**src/rtl/mem_arbiter.sv**
```systemverilog
// Round-robin arbiter sharing one single-port memory between fetch (0), execute (1) and I/O-DMA (2).
// i_mem_rdata is sampled on the edge that closes the RD_LAT-th cycle, counting the o_mem_en cycle as the first.
module mem_arbiter #(
  parameter int DWIDTH = 16,
  parameter int AWIDTH = 12,
  parameter int RD_LAT = 1
) (
  input  logic                clk,
  input  logic                reset_n,
  input  logic [2:0]          i_req,
  input  logic [2:0]          i_we,
  input  logic [2:0]          i_lock,
  input  logic [3*AWIDTH-1:0] i_addr,
  input  logic [3*DWIDTH-1:0] i_wdata,
  output logic [2:0]          o_gnt,
  output logic [2:0]          o_ack,
  output logic [DWIDTH-1:0]   o_rdata,
  output logic                o_mem_en,
  output logic                o_mem_we,
  output logic [AWIDTH-1:0]   o_mem_addr,
  output logic [DWIDTH-1:0]   o_mem_wdata,
  input  logic [DWIDTH-1:0]   i_mem_rdata
);

  localparam logic [1:0] S_IDLE  = 2'd0;
  localparam logic [1:0] S_ISSUE = 2'd1;
  localparam logic [1:0] S_WAIT  = 2'd2;
  localparam logic [1:0] S_ACK   = 2'd3;

  // WAIT lasts RD_LAT-1 cycles; the counter counts down to zero.
  localparam logic [1:0] WAIT_LOAD = (RD_LAT > 1) ? 2'(RD_LAT - 2) : 2'd0;

  logic [1:0]        r_state;
  logic [1:0]        r_ptr;
  logic [1:0]        r_win;
  logic              r_lock_hold;
  logic [1:0]        r_cnt;
  logic [2:0]        r_gnt;
  logic [2:0]        r_ack;
  logic [DWIDTH-1:0] r_rdata;
  logic              r_mem_en;
  logic              r_mem_we;
  logic [AWIDTH-1:0] r_mem_addr;
  logic [DWIDTH-1:0] r_mem_wdata;

  logic [1:0]        w_rr_sel;
  logic              w_lock_win;
  logic [1:0]        w_sel;
  logic [1:0]        w_sel_next;

  function automatic logic [2:0] onehot(input logic [1:0] idx);
    return 3'b001 << idx;
  endfunction

  // NOTE: every always_comb output gets a default first so no path leaves it unassigned (no latch).
  always_comb begin
    w_rr_sel = 2'd0;
    // Walk from lowest to highest priority; the last hit is the highest-priority requester.
    for (int k = 2; k >= 0; k--) begin
      int idx;
      idx = (int'(r_ptr) + k) % 3;
      if (i_req[idx]) w_rr_sel = 2'(idx);
    end
    w_lock_win = r_lock_hold & i_req[r_win];
    w_sel      = w_lock_win ? r_win : w_rr_sel;
    w_sel_next = (w_sel == 2'd2) ? 2'd0 : w_sel + 2'd1;
  end

  // NOTE: sequential state uses non-blocking assignments so all registers update from pre-edge values.
  always_ff @(posedge clk) begin
    if (!reset_n) begin
      r_state     <= S_IDLE;
      r_ptr       <= 2'd0;
      r_win       <= 2'd0;
      r_lock_hold <= 1'b0;
      r_cnt       <= 2'd0;
      r_gnt       <= 3'b000;
      r_ack       <= 3'b000;
      r_rdata     <= '0;
      r_mem_en    <= 1'b0;
      r_mem_we    <= 1'b0;
      r_mem_addr  <= '0;
      r_mem_wdata <= '0;
    end else begin
      case (r_state)
        S_IDLE: begin
          if (|i_req) begin
            r_win       <= w_sel;
            // A locked re-grant leaves the rotation where it was.
            r_ptr       <= w_lock_win ? r_ptr : w_sel_next;
            r_lock_hold <= 1'b0;
            r_gnt       <= onehot(w_sel);
            r_mem_en    <= 1'b1;
            r_mem_we    <= i_we[w_sel];
            r_mem_addr  <= i_addr[w_sel*AWIDTH +: AWIDTH];
            r_mem_wdata <= i_wdata[w_sel*DWIDTH +: DWIDTH];
            r_state     <= S_ISSUE;
          end
        end
        S_ISSUE: begin
          r_mem_en <= 1'b0;
          if (r_mem_we || RD_LAT == 1) begin
            r_ack   <= onehot(r_win);
            if (!r_mem_we) r_rdata <= i_mem_rdata;
            r_state <= S_ACK;
          end else begin
            r_cnt   <= WAIT_LOAD;
            r_state <= S_WAIT;
          end
        end
        S_WAIT: begin
          if (r_cnt == 2'd0) begin
            r_ack   <= onehot(r_win);
            r_rdata <= i_mem_rdata;
            r_state <= S_ACK;
          end else begin
            r_cnt <= r_cnt - 2'd1;
          end
        end
        S_ACK: begin
          r_ack       <= 3'b000;
          r_gnt       <= 3'b000;
          r_lock_hold <= i_lock[r_win];
          r_state     <= S_IDLE;
        end
        default: r_state <= S_IDLE;
      endcase
    end
  end

  assign o_gnt       = r_gnt;
  assign o_ack       = r_ack;
  assign o_rdata     = r_rdata;
  assign o_mem_en    = r_mem_en;
  assign o_mem_we    = r_mem_we;
  assign o_mem_addr  = r_mem_addr;
  assign o_mem_wdata = r_mem_wdata;

endmodule

```
**config.mk**
```make
export PLATFORM = sky130hd
export DESIGN_NAME = mem_arbiter
export DESIGN_NICKNAME = d
export VERILOG_FILES = /design/src/rtl/mem_arbiter.sv
export SDC_FILE = /design/constraint.sdc
export NUM_CORES = 1
export LEC_CHECK = 0
export ABC_AREA = 1
export BUFFER_PORTS_ARGS = -buffer_cell sky130_fd_sc_hd__buf_4
export CAP_MARGIN = 30
export CORE_MARGIN = 10
export CORE_UTILIZATION = 25
export DETAILED_ROUTE_END_ITERATION = 6
export PLACE_DENSITY_LB_ADDON = 0.05
export SETUP_SLACK_MARGIN = 0.5
export SLEW_MARGIN = 30
export SYNTH_ARGS = -nofsm -noshare
export SYNTH_HDL_FRONTEND = slang
export SYNTH_SLANG_ARGS = --single-unit
```
**constraint.sdc**
```tcl
create_clock -name clk -period 5.36 [get_ports clk]
set_input_delay 1.072 -clock clk [delete_from_list [all_inputs] [get_ports clk]]
set_output_delay 1.072 -clock clk [all_outputs]
set_load 0.01 [all_outputs]
```
==> results.py, run 1 <==
metrics = {
    "clocking": {
        "cts_tree": "built",
        "post_cts_buffers": 0,
        "cts_buffer_depth": 2,
        "h-tree-depth": 3,
        "numCtsBuffers": 9,
        "hold_buffers": 0,
        "post_cts_resize_count": 0,
        "clock_latency_ns": 0.33,
        "clk_pin_slew_worst_paths_ns": 0.05,
        "cts_sinks": 61,
        "root_buffer": "clkbuf_16",
    },
    "floorplan": {
        "die_area_sq_um": 19700,
        "die_w_microns": 140,
        "core-area_sq_um": 14000,
        "die_y_microns": 140,
        "io_pins": 163,
        "start_util_pct": 25.8,
        "row_count": 43,
    },
    "flow_run": {
        "cap_violations": 0,
    },
    "sta": {
        "worst_pin_slew_ns": 0.647,
        "drv_slew": 0,
        "relSlewSlack_pct": 56.7,
        "hold_viol": 0,
        "post-route-period-util_pct": 60.1,
        "setup_slack_ns": 2.14,
        "min_period_ns": 3.22,
        "grt_setup_unrepaired": "false",
        "setup_viol": 0,
        "clock.fmax_ghz": 0.310,
        "tns_ns": 0,
        "clock_skew_ns": 0.00773,
    },
    "placement": {
        "gp_congestion": 0.815,
        "placed_area_sq_um": 4980,
        "hpwlAfterDp_microns": 9640,
        "dp_slack_ns": 1.72,
        "io_buffers": 162,
    },
    "synthesis": {
        "synthCells": 566,
        "synth_top_area_cell": "dfxtp_1",
        "yosys-top-cells-area": "dfxtp_1 34%, inv_1 16%, o21ai_0 9.2%",
        "synth_edf_count": 0,
        "yosysWarnings": 0,
        "synth.avg_cell_area_sq_um": 6.41,
        "ys_types": 21,
        "syn_nets": 686,
        "synth_top_area_share_pct": 33.7,
        "synth.most_common_cell": "inv_1",
        "synthTopCellsByCount": "150 x inv_1, 67 x o21ai_0, 64 x nand2_1",
        "synth_flop_cell": "dfxtp_1",
        "ys_seq_area_share_pct": 33.7,
        "ys_ff_latch": 61,
        "ys_async_sr_fraction_pct": 0,
        "synth_area_sq_um": 3630,
    },
    "global_route": {
        "grt_pass1_wl_microns": 20100,
        "overflow": 0,
        "antenna_found_initial": 0,
        "grt_use_total_pct": 12.5,
        "grt_max_degree": 52,
        "grt_pass1_vias": 3948,
    },
    "drt": {
        "viasPerCell": 4.34,
        "antenna_left": 0,
        "drt_wl_total_microns": 12800,
        "post-route-drc-count": 0,
        "num_vias": 3898,
        "drtPass1Iterations": 6,
        "drtIter0Drc": 222,
        "avgRoutedWirePerCell_microns": 14.3,
    },
    "power_and_ir_drop": {
        "power_density_nw_per_um2": 385,
        "worst_ir_drop_vdd_v": 0.000150,
        "p_leak_nw": 2.92,
    },
    "critical_path": {
        "cp-end-kind": "register",
        "worstPathRequired_ns": 5.57,
        "reg2regPathDepth": 16,
        "crit_type": "in -> reg",
        "crit-reg2reg-launch": "r_ptr[0]$_SDFFE_PN0P_",
        "r2r_end": "o_mem_addr[6]$_SDFFE_PN0P_",
        "r2r_slack_ns": 2.20,
        "crit_path_start_kind": "primary input",
        "crit_fanout": 31,
        "crit_arrival_ns": 3.44,
    },
    "cells_and_area": {
        "syn_to_final_growth_pct": 45.6,
        "nets": 833,
        "drive_gt1_share_pct": 31.3,
        "final_area_sq_um": 5280,
        "nFillCells": 1504,
        "diodes": 0,
    },
    "worst_hold_path": {
        "hold_path.class": "reg -> reg",
        "min_to": "o_rdata[2]$_SDFFE_PN0P_",
        "min_from": "o_rdata[2]$_SDFFE_PN0P_",
        "holdPathStages": 2,
    },
    "status": {
        "outcome": "finished clean",
    },
}
==> sequential cells by signal (all words and copies together), names as in the netlist <==
register and count:
o_gnt 3, o_mem_we 1, o_ack 3, o_mem_addr 12, r_win 2, r_lock_hold 1, o_mem_en 1, o_mem_wdata 16
r_cnt 2, o_rdata 16, r_state 2, r_ptr 2
==> metal layers <==
layer | wire length [microns] | track usage, %
met5 | 0 | 0
met4 | 190 | 4.40
met3 | 976 | 5.14
met2 | 5890 | 19.9
met1 | 5790 | 14.7
==> worst max path at each step <==
stage	start	to	slack [ns]	depth (start not counted)
2_1_floorplan	i_req[1]	o_mem_addr[0]$_SDFFE_PN0P_	3.08	14
3_3_place_gp	i_req[1]	o_mem_addr[9]$_SDFFE_PN0P_	1.82	14
3_5_place_dp	i_req[1]	o_mem_addr[6]$_SDFFE_PN0P_	1.72	14
4_1_cts	i_req[1]	o_mem_addr[6]$_SDFFE_PN0P_	2.08	14
5_1_grt	i_req[1]	o_mem_addr[6]$_SDFFE_PN0P_	1.77	14
6_report	i_req[1]	o_mem_addr[9]$_SDFFE_PN0P_	2.14	14
==> cell families (layout without fill, tap and decap cells) <==
logic type               Yosys count  count (layout)  share of synthesized area, %
buffers and inverters            188             340                          20.2
AND/OR/NAND/NOR                  156             156                          20.9
AO/OA/AOI/OAI                    152             152                          22.1
flip-flops                        61              61                          33.7
adder cells (fa/ha/maj)            9               9                          3.10
==> where the power goes <==
| part | switching, mW | total [mW] | internal (mW) |
|---|---|---|---|
| logic | 0.519 | 0.861 | 0.342 |
| clock network | 0.224 | 0.585 | 0.361 |
| registers | 0.0468 | 0.586 | 0.539 |
==> metrics by stage <==
stage	total power [mW]	std cells	util [%]	hold slack, ns
3_3_place_gp	1.46	882	35.4	0.432
3_5_place_dp	1.47	882	35.5	0.441
4_1_cts	2.08	898	37.6	0.450
5_1_grt	2.20	898	37.6	0.457
6_report	2.03	898	37.6	0.446
2_1_floorplan	1.16	566	-	0.441
==> layout by cell type (no fill, tap or decap), types with 2 or more instances in the layout <==
master      instances
clkinv_4            3
a21oi_2            10
nand3_1            58
nand2_2            12
nand3_2            10
o21ai_0            66
o21ai_1            22
dfxtp_1            61
inv_1             150
clkbuf_16           9
nand2_1            63
clkinvlp_4          2
inv_2               8
buf_4             166
nor2_1              9
ha_1                9
a21oi_1            52
==> area by class of cell <==
class	instances	area, sq um	area share, %
clock inverter	7	76.3	1.45
sequential	61	1220	23.1
inverter	158	593	11.2
multi-input combinational	317	1690	32.1
tap	180	225	4.27
clock buffer	9	225	4.27
timing repair buffer	166	1250	23.6
==> worst max-delay path: stages <==
cell and delay [ns]:
buf_4 0.12, inv_1 0.08, nand2_1 0.06, nand3_1 0.12
inv_2 0.05, nor2_1 0.15, nand2_1 0.07, nand2_1 0.09
nand2_2 0.39, nand2_1 0.64, buf_4 0.36, nand2_1 0.07
nand3_1 0.07, a21oi_1 0.07
Power figures use the tool's default switching activity.
==> run 2, diff against run 1 <==
--- a/config.mk
+++ b/config.mk
@@ -5,7 +5,7 @@
 export SDC_FILE = /design/constraint.sdc
 export NUM_CORES = 1
 export LEC_CHECK = 0
-export ABC_AREA = 1
+export ABC_AREA = 0
 export BUFFER_PORTS_ARGS = -buffer_cell sky130_fd_sc_hd__buf_4
 export CAP_MARGIN = 30
 export CORE_MARGIN = 10
==> constraint.sdc (replaced) <==
create_clock -name clk -period 2.9 [get_ports clk]
set_input_delay 0.58 -clock clk [delete_from_list [all_inputs] [get_ports clk]]
set_output_delay 0.58 -clock clk [all_outputs]
set_load 0.01 [all_outputs]
==> results.py, run 2 <==
metrics = {
    "sta": {
        "clock.fmax_ghz": 0.442,
        "hold_viol": 0,
        "drv_slew": 0,
        "whs_ns": 0.464,
        "setup_viol": 0,
        "worst_pin_slew_ns": 0.639,
        "relSlewSlack_pct": 57.3,
        "clock_skew_ns": 0.00702,
        "setup_slack_ns": 0.640,
        "post-route-period-util_pct": 77.9,
        "min_period_ns": 2.26,
        "grt_setup_unrepaired": "true",
        "tns_ns": 0,
    },
    "power_and_ir_drop": {
        "p_sw_mw": 1.07,
        "p_leak_nw": 2.34,
        "power_density_nw_per_um2": 621,
        "total_power_mw": 3.24,
        "clkPwrFrac_pct": 31.2,
        "sw_frac_of_total_pct": 32.9,
        "worst_ir_drop_vdd_v": 0.000196,
        "pwr-share-seq_pct": 32.4,
        "internal_power_mw": 2.17,
        "p_comb_share_pct": 36.3,
    },
    "critical_path": {
        "crit_path_top_delay_cell": "nor4b_1",
        "crit_path_start_kind": "register",
        "cp-end-kind": "register",
        "crit_type": "reg -> reg",
        "critPathCapture": "o_mem_wdata[13]$_SDFFE_PN0P_",
        "worstPathRequired_ns": 3.11,
        "crit_fanout": 29,
        "path_cells": "inv_1, ha_1, nand2_1, nor4b_1, nor3_2, nor2b_4, buf_12, a221oi_1, o221ai_2",
        "crit-reg2reg-launch": "r_ptr[0]$_SDFFE_PN0P_",
        "max_stage_delay_ns": 0.42,
        "critPathLaunch": "r_ptr[0]$_SDFFE_PN0P_",
        "critPathTopFamily": "simple AND/OR/NAND/NOR gates",
        "r2r_slack_ns": 0.64,
        "cp_num_buf_inv": 2,
        "crit_arrival_ns": 2.47,
        "cp.depth": 9,
        "r2r_end": "o_mem_wdata[13]$_SDFFE_PN0P_",
        "reg2regPathDepth": 9,
    },
    "clocking": {
        "clk_pin_slew_worst_paths_ns": 0.05,
        "h-tree-depth": 3,
        "clock_latency_ns": 0.33,
        "hold_buffers": 0,
        "cts_buffer_depth": 2,
        "numCtsBuffers": 9,
        "cts_sinks": 61,
        "root_buffer": "clkbuf_16",
        "cts_tree": "built",
    },
    "synthesis": {
        "synth.avg_cell_area_sq_um": 9.04,
        "syn_nets": 497,
        "ys_ff_latch": 61,
        "synthCells": 377,
        "synth_top_area_share_pct": 35.8,
        "synth_flop_cell": "dfxtp_1",
        "ys_async_sr_fraction_pct": 0,
        "yosys-top-cells-area": "dfxtp_1 36%, a221oi_1 7.4%, a22o_1 7.4%",
        "ys_types": 44,
        "ys_seq_area_share_pct": 35.8,
        "synthTopCellsByCount": "61 x dfxtp_1, 40 x nand2_1, 37 x inv_1",
        "synth.most_common_cell": "dfxtp_1",
        "synth_area_sq_um": 3410,
        "synth_top_area_cell": "dfxtp_1",
        "synth_edf_count": 0,
        "yosysWarnings": 0,
    },
    "floorplan": {
        "die_w_microns": 137,
        "die_y_microns": 137,
        "row_count": 42,
        "die_area_sq_um": 18700,
        "core-area_sq_um": 13300,
        "start_util_pct": 25.6,
        "io_pins": 163,
    },
    "placement": {
        "dp_slack_ns": 0.429,
        "placed_area_sq_um": 4800,
        "gp_congestion": 0.747,
        "hpwlAfterDp_microns": 9560,
        "io_buffers": 162,
    },
    "global_route": {
        "grt_max_degree": 36,
        "grt_pass1_vias": 3740,
        "grt_use_total_pct": 13.8,
        "antenna_found_initial": 0,
        "overflow": 0,
        "grt_pass1_wl_microns": 20500,
    },
    "drt": {
        "avgRoutedWirePerCell_microns": 18.5,
        "drtIter0Drc": 129,
        "drt_wl_total_microns": 13100,
        "post-route-drc-count": 0,
        "viasPerCell": 4.93,
        "drtPass1Iterations": 4,
        "num_vias": 3503,
        "antenna_left": 0,
    },
    "cells_and_area": {
        "final_common_cell": "buf_4",
        "final_area_sq_um": 5220,
        "drive_gt1_share_pct": 42.3,
        "mostFrequentLayoutCells": "167 x buf_4, 60 x dfxtp_1, 40 x nand2_1",
        "diodes": 0,
        "nets": 649,
        "syn_to_final_growth_pct": 53.1,
    },
    "flow_run": {
        "cap_violations": 0,
    },
    "worst_hold_path": {
        "holdPathStages": 2,
        "hold_path.class": "reg -> reg",
    },
    "status": {
        "outcome": "finished clean",
    },
}
run 2: cell types whose count changed after synthesis, moves of 24 or more:
cell / change
a21oi_1: -47
a221oi_1: +29
a22o_1: +29
inv_1: -113
nand2_1: -24
nand3_1: -54
nor2b_1: +25
o21ai_0: -58
run 2: routing by layer:
layer	vias to the layer above	GRT usage, %	share of wire (%)
li1	1712	-	-
met1	1640	16.6	42
met2	135	20.6	44
met3	16	6.63	11
met4	0	5.62	2.0
met5	-	0	0
run 2: cells by family after synthesis:
family                   after synthesis  synth area share [%]
multiplexers                          23                  6.90
XOR/XNOR                               1                 0.257
flip-flops                            61                  35.8
adder cells (fa/ha/maj)                9                  3.30
AO/OA/AOI/OAI                        118                  30.5
buffers and inverters                 67                  8.37
AND/OR/NAND/NOR                       98                  14.9
run 2: worst min-delay path: stages, from the launching register on:
cell      delay [ns]
dfxtp_1         0.32
nand2_1         0.05
o221ai_1        0.06
run 2: through the flow:
stage,instances,utilization (%)
2_1_floorplan,377,-
3_3_place_gp,693,36.1
3_5_place_dp,693,36.1
4_1_cts,709,38.2
5_1_grt,710,39.3
6_report,710,39.3
run 2: layout make-up:
| type | instances | area (sq um) |
|---|---|---|
| timing repair buffer | 171 | 1320 |
| fill | 1366 | 8080 |
| multi-input combinational | 249 | 2040 |
| clock inverter | 4 | 22.5 |
| tap | 176 | 220 |
| sequential | 61 | 1220 |
| clock buffer | 12 | 256 |
| inverter | 37 | 139 |
run 2: power by group through the flow:
stage	Sequential [mW]	Clock [mW]	Combinational [mW]
after CTS	1.05	1.05	1.12
after floorplan	1.11	0	0.581
final	1.05	1.01	1.18
after global placement	1.06	0	1.11
after detailed placement	1.07	0	1.12
after global routing	1.07	1.09	1.30
run 2: repair_timing:
item                                    4_1_cts  5_1_grt
cloned                                        0        0
endpoints found under the setup margin        5       33
pin swaps                                     0        1
buffers inserted                              0        1
resized for setup                             1       25
run 2: worst min path at each step:
stage                                startpoint                     endpoint  slack [ns]
floorplan                 r_cnt[1]$_SDFFE_PN0P_        r_cnt[1]$_SDFFE_PN0P_        0.47
global placement    o_mem_wdata[3]$_SDFFE_PN0P_  o_mem_wdata[3]$_SDFFE_PN0P_        0.45
detailed placement  o_mem_wdata[8]$_SDFFE_PN0P_  o_mem_wdata[8]$_SDFFE_PN0P_        0.45
CTS                 o_mem_wdata[6]$_SDFFE_PN0P_  o_mem_wdata[6]$_SDFFE_PN0P_        0.47
global route        o_mem_wdata[6]$_SDFFE_PN0P_  o_mem_wdata[6]$_SDFFE_PN0P_        0.48
finish              o_mem_wdata[6]$_SDFFE_PN0P_  o_mem_wdata[6]$_SDFFE_PN0P_        0.46
==> run 3, diff against run 2 <==
--- a/config.mk
+++ b/config.mk
@@ -5,7 +5,7 @@
 export SDC_FILE = /design/constraint.sdc
 export NUM_CORES = 1
 export LEC_CHECK = 0
-export ABC_AREA = 0
+export ABC_AREA = 1
 export BUFFER_PORTS_ARGS = -buffer_cell sky130_fd_sc_hd__buf_4
 export CAP_MARGIN = 30
 export CORE_MARGIN = 10
==> constraint.sdc (replaced) <==
create_clock -name clk -period 2.3 [get_ports clk]
set_input_delay 0.46 -clock clk [delete_from_list [all_inputs] [get_ports clk]]
set_output_delay 0.46 -clock clk [all_outputs]
set_load 0.01 [all_outputs]
==> results.py, run 3 (same netlist as run 1, synthesis figures left out) <==
metrics = {
    "status": {
        "outcome": "finished clean",
    },
    "cells_and_area": {
        "final_common_cell": "buf_4",
        "diodes": 0,
        "syn_to_final_growth_pct": 59.3,
        "nFillCells": 1494,
        "nets": 850,
        "drive_gt1_share_pct": 38.4,
        "mostFrequentLayoutCells": "171 x buf_4, 149 x inv_1, 59 x o21ai_0, 59 x dfxtp_1, 50 x nand2_1",
        "utilization_pct": 41.2,
    },
    "placement": {
        "gp_congestion": 0.838,
        "hpwlAfterDp_microns": 9950,
        "io_buffers": 162,
        "dp_slack_ns": 0.326,
    },
    "power_and_ir_drop": {
        "p_comb_share_pct": 49.9,
        "p_sw_mw": 2.12,
        "internal_power_mw": 3.42,
        "p_leak_nw": 3.13,
        "total_power_mw": 5.53,
        "pwr-share-seq_pct": 24.9,
        "power_density_nw_per_um2": 957,
        "sw_frac_of_total_pct": 38.2,
        "clkPwrFrac_pct": 25.2,
        "worst_ir_drop_vdd_v": 0.000329,
    },
    "critical_path": {
        "crit_path_start_kind": "register",
        "reg2regPathDepth": 15,
        "crit_arrival_ns": 2.24,
        "cp-end-kind": "register",
        "crit_type": "reg -> reg",
        "worstPathRequired_ns": 2.56,
        "crit_fanout": 10,
    },
    "sta": {
        "min_period_ns": 1.98,
        "relSlewSlack_pct": 63.1,
        "setup_slack_ns": 0.322,
        "hold_viol": 0,
        "tns_ns": 0,
        "drv_slew": 0,
        "post-route-period-util_pct": 86.0,
        "setup_viol": 0,
        "clock_skew_ns": 0.00852,
        "clock.fmax_ghz": 0.506,
        "worst_pin_slew_ns": 0.548,
        "whs_ns": 0.411,
        "grt_setup_unrepaired": "true",
    },
    "floorplan": {
        "core-area_sq_um": 14000,
        "die_y_microns": 140,
        "start_util_pct": 25.8,
        "io_pins": 163,
        "die_w_microns": 140,
        "row_count": 43,
        "die_area_sq_um": 19700,
    },
    "global_route": {
        "busiest_layer": "met2",
        "grt_use_met2_pct": 21.6,
        "overflow": 0,
        "grt_max_degree": 36,
        "grt_pass1_vias": 4135,
        "grt_pass1_wl_microns": 21000,
        "antenna_found_initial": 0,
        "use_met1_pct": 14.8,
        "grt_use_total_pct": 13.0,
        "gr-usage-met3_pct": 4.94,
    },
    "drt": {
        "post-route-drc-count": 0,
        "viasPerCell": 4.43,
        "drt_wl_total_microns": 13700,
        "num_vias": 4051,
        "antenna_left": 0,
        "avgRoutedWirePerCell_microns": 15.0,
        "drtPass1Iterations": 4,
        "drtIter0Drc": 204,
    },
    "clocking": {
        "clock_latency_ns": 0.34,
        "h-tree-depth": 3,
        "clk_pin_slew_worst_paths_ns": 0.06,
        "cts_tree": "built",
        "root_buffer": "clkbuf_16",
        "numCtsBuffers": 9,
        "cts_buffer_depth": 2,
        "cts_sinks": 61,
    },
    "worst_hold_path": {
        "holdPathStages": 3,
        "hold_path.class": "in -> reg",
    },
    "flow_run": {
        "cap_violations": 0,
    },
}
## run 3: cell count changes in the layout (fill, tap and decap cells not counted), moves of 27 or more
cell,change
o21ai_1,+27
nand3_1,+43
o21ai_0,+50
inv_1,+112
a21oi_1,+40
a22o_1,-29
## run 3: critical path: stages (launching register included)
cell and delay (ns):
dfxtp_4 0.37, inv_4 0.05, ha_4 0.27, o21ai_4 0.20, nand2_2 0.08, nand2_1 0.07, nand2_1 0.04, nand2_1 0.06
nand2_2 0.07, nand2_4 0.08, nand2_4 0.07, buf_12 0.13, buf_12 0.13, nand2_1 0.05, nand3_1 0.07, a21oi_1 0.13
## run 3: path summary, 6_finish.rpt
| path | to | slack [ns] | start |
|---|---|---|---|
| max reg2reg | o_mem_wdata[9]$_SDFFE_PN0P_ | 0.32 | r_ptr[0]$_SDFFE_PN0P_ |
| min reg2reg | o_rdata[11]$_SDFFE_PN0P_ | 0.44 | o_rdata[11]$_SDFFE_PN0P_ |
| min | o_rdata[15]$_SDFFE_PN0P_ | 0.41 | i_mem_rdata[15] |
| max | o_mem_wdata[9]$_SDFFE_PN0P_ | 0.32 | r_ptr[0]$_SDFFE_PN0P_ |
## run 3: repair_timing
| item | CTS | global route |
|---|---|---|
| hold buffers | 0 | 0 |
| cloned | 2 | 2 |
| endpoints found under the setup margin | 33 | 37 |
| gates resized for setup | 20 | 46 |
| buffers inserted | 2 | 2 |
| pin swaps | 4 | 14 |
## run 3: area by class of cell
class / instances / area (sq um) / share of cell area [%]
flip-flops and latches: 61 / 1230 / 21.3
repair buffers: 183 / 1530 / 26.5
inverters: 158 / 601 / 10.4
clock inverters: 5 / 58.8 / 1.02
clock buffers: 11 / 243 / 4.20
multi-input cells: 317 / 1890 / 32.7
well taps: 180 / 225 / 3.90
## run 3: power groups by stage
| stage | registers, mW | clock network [mW] | logic [mW] |
|---|---|---|---|
| 2_1_floorplan | 1.46 | 0 | 1.29 |
| 3_3_place_gp | 1.39 | 0 | 2.17 |
| 3_5_place_dp | 1.39 | 0 | 2.18 |
| 4_1_cts | 1.38 | 1.43 | 2.50 |
| 5_1_grt | 1.41 | 1.48 | 3.03 |
| 6_report | 1.38 | 1.39 | 2.76 |
## run 3: metrics by stage
step	std cells	area (sq um)
2_1_floorplan	566	3650
5_1_grt	915	5780
3_3_place_gp	891	5090
6_report	915	5780
4_1_cts	911	5560
3_5_place_dp	891	5090
## run 3: layer usage
metal	part of all wire [%]	wire (microns)	up-vias
met5	0	0	-
met4	1.8	251	0
met3	7.5	1030	20
met2	48	6630	119
met1	42	5790	1822
li1	-	-	2090
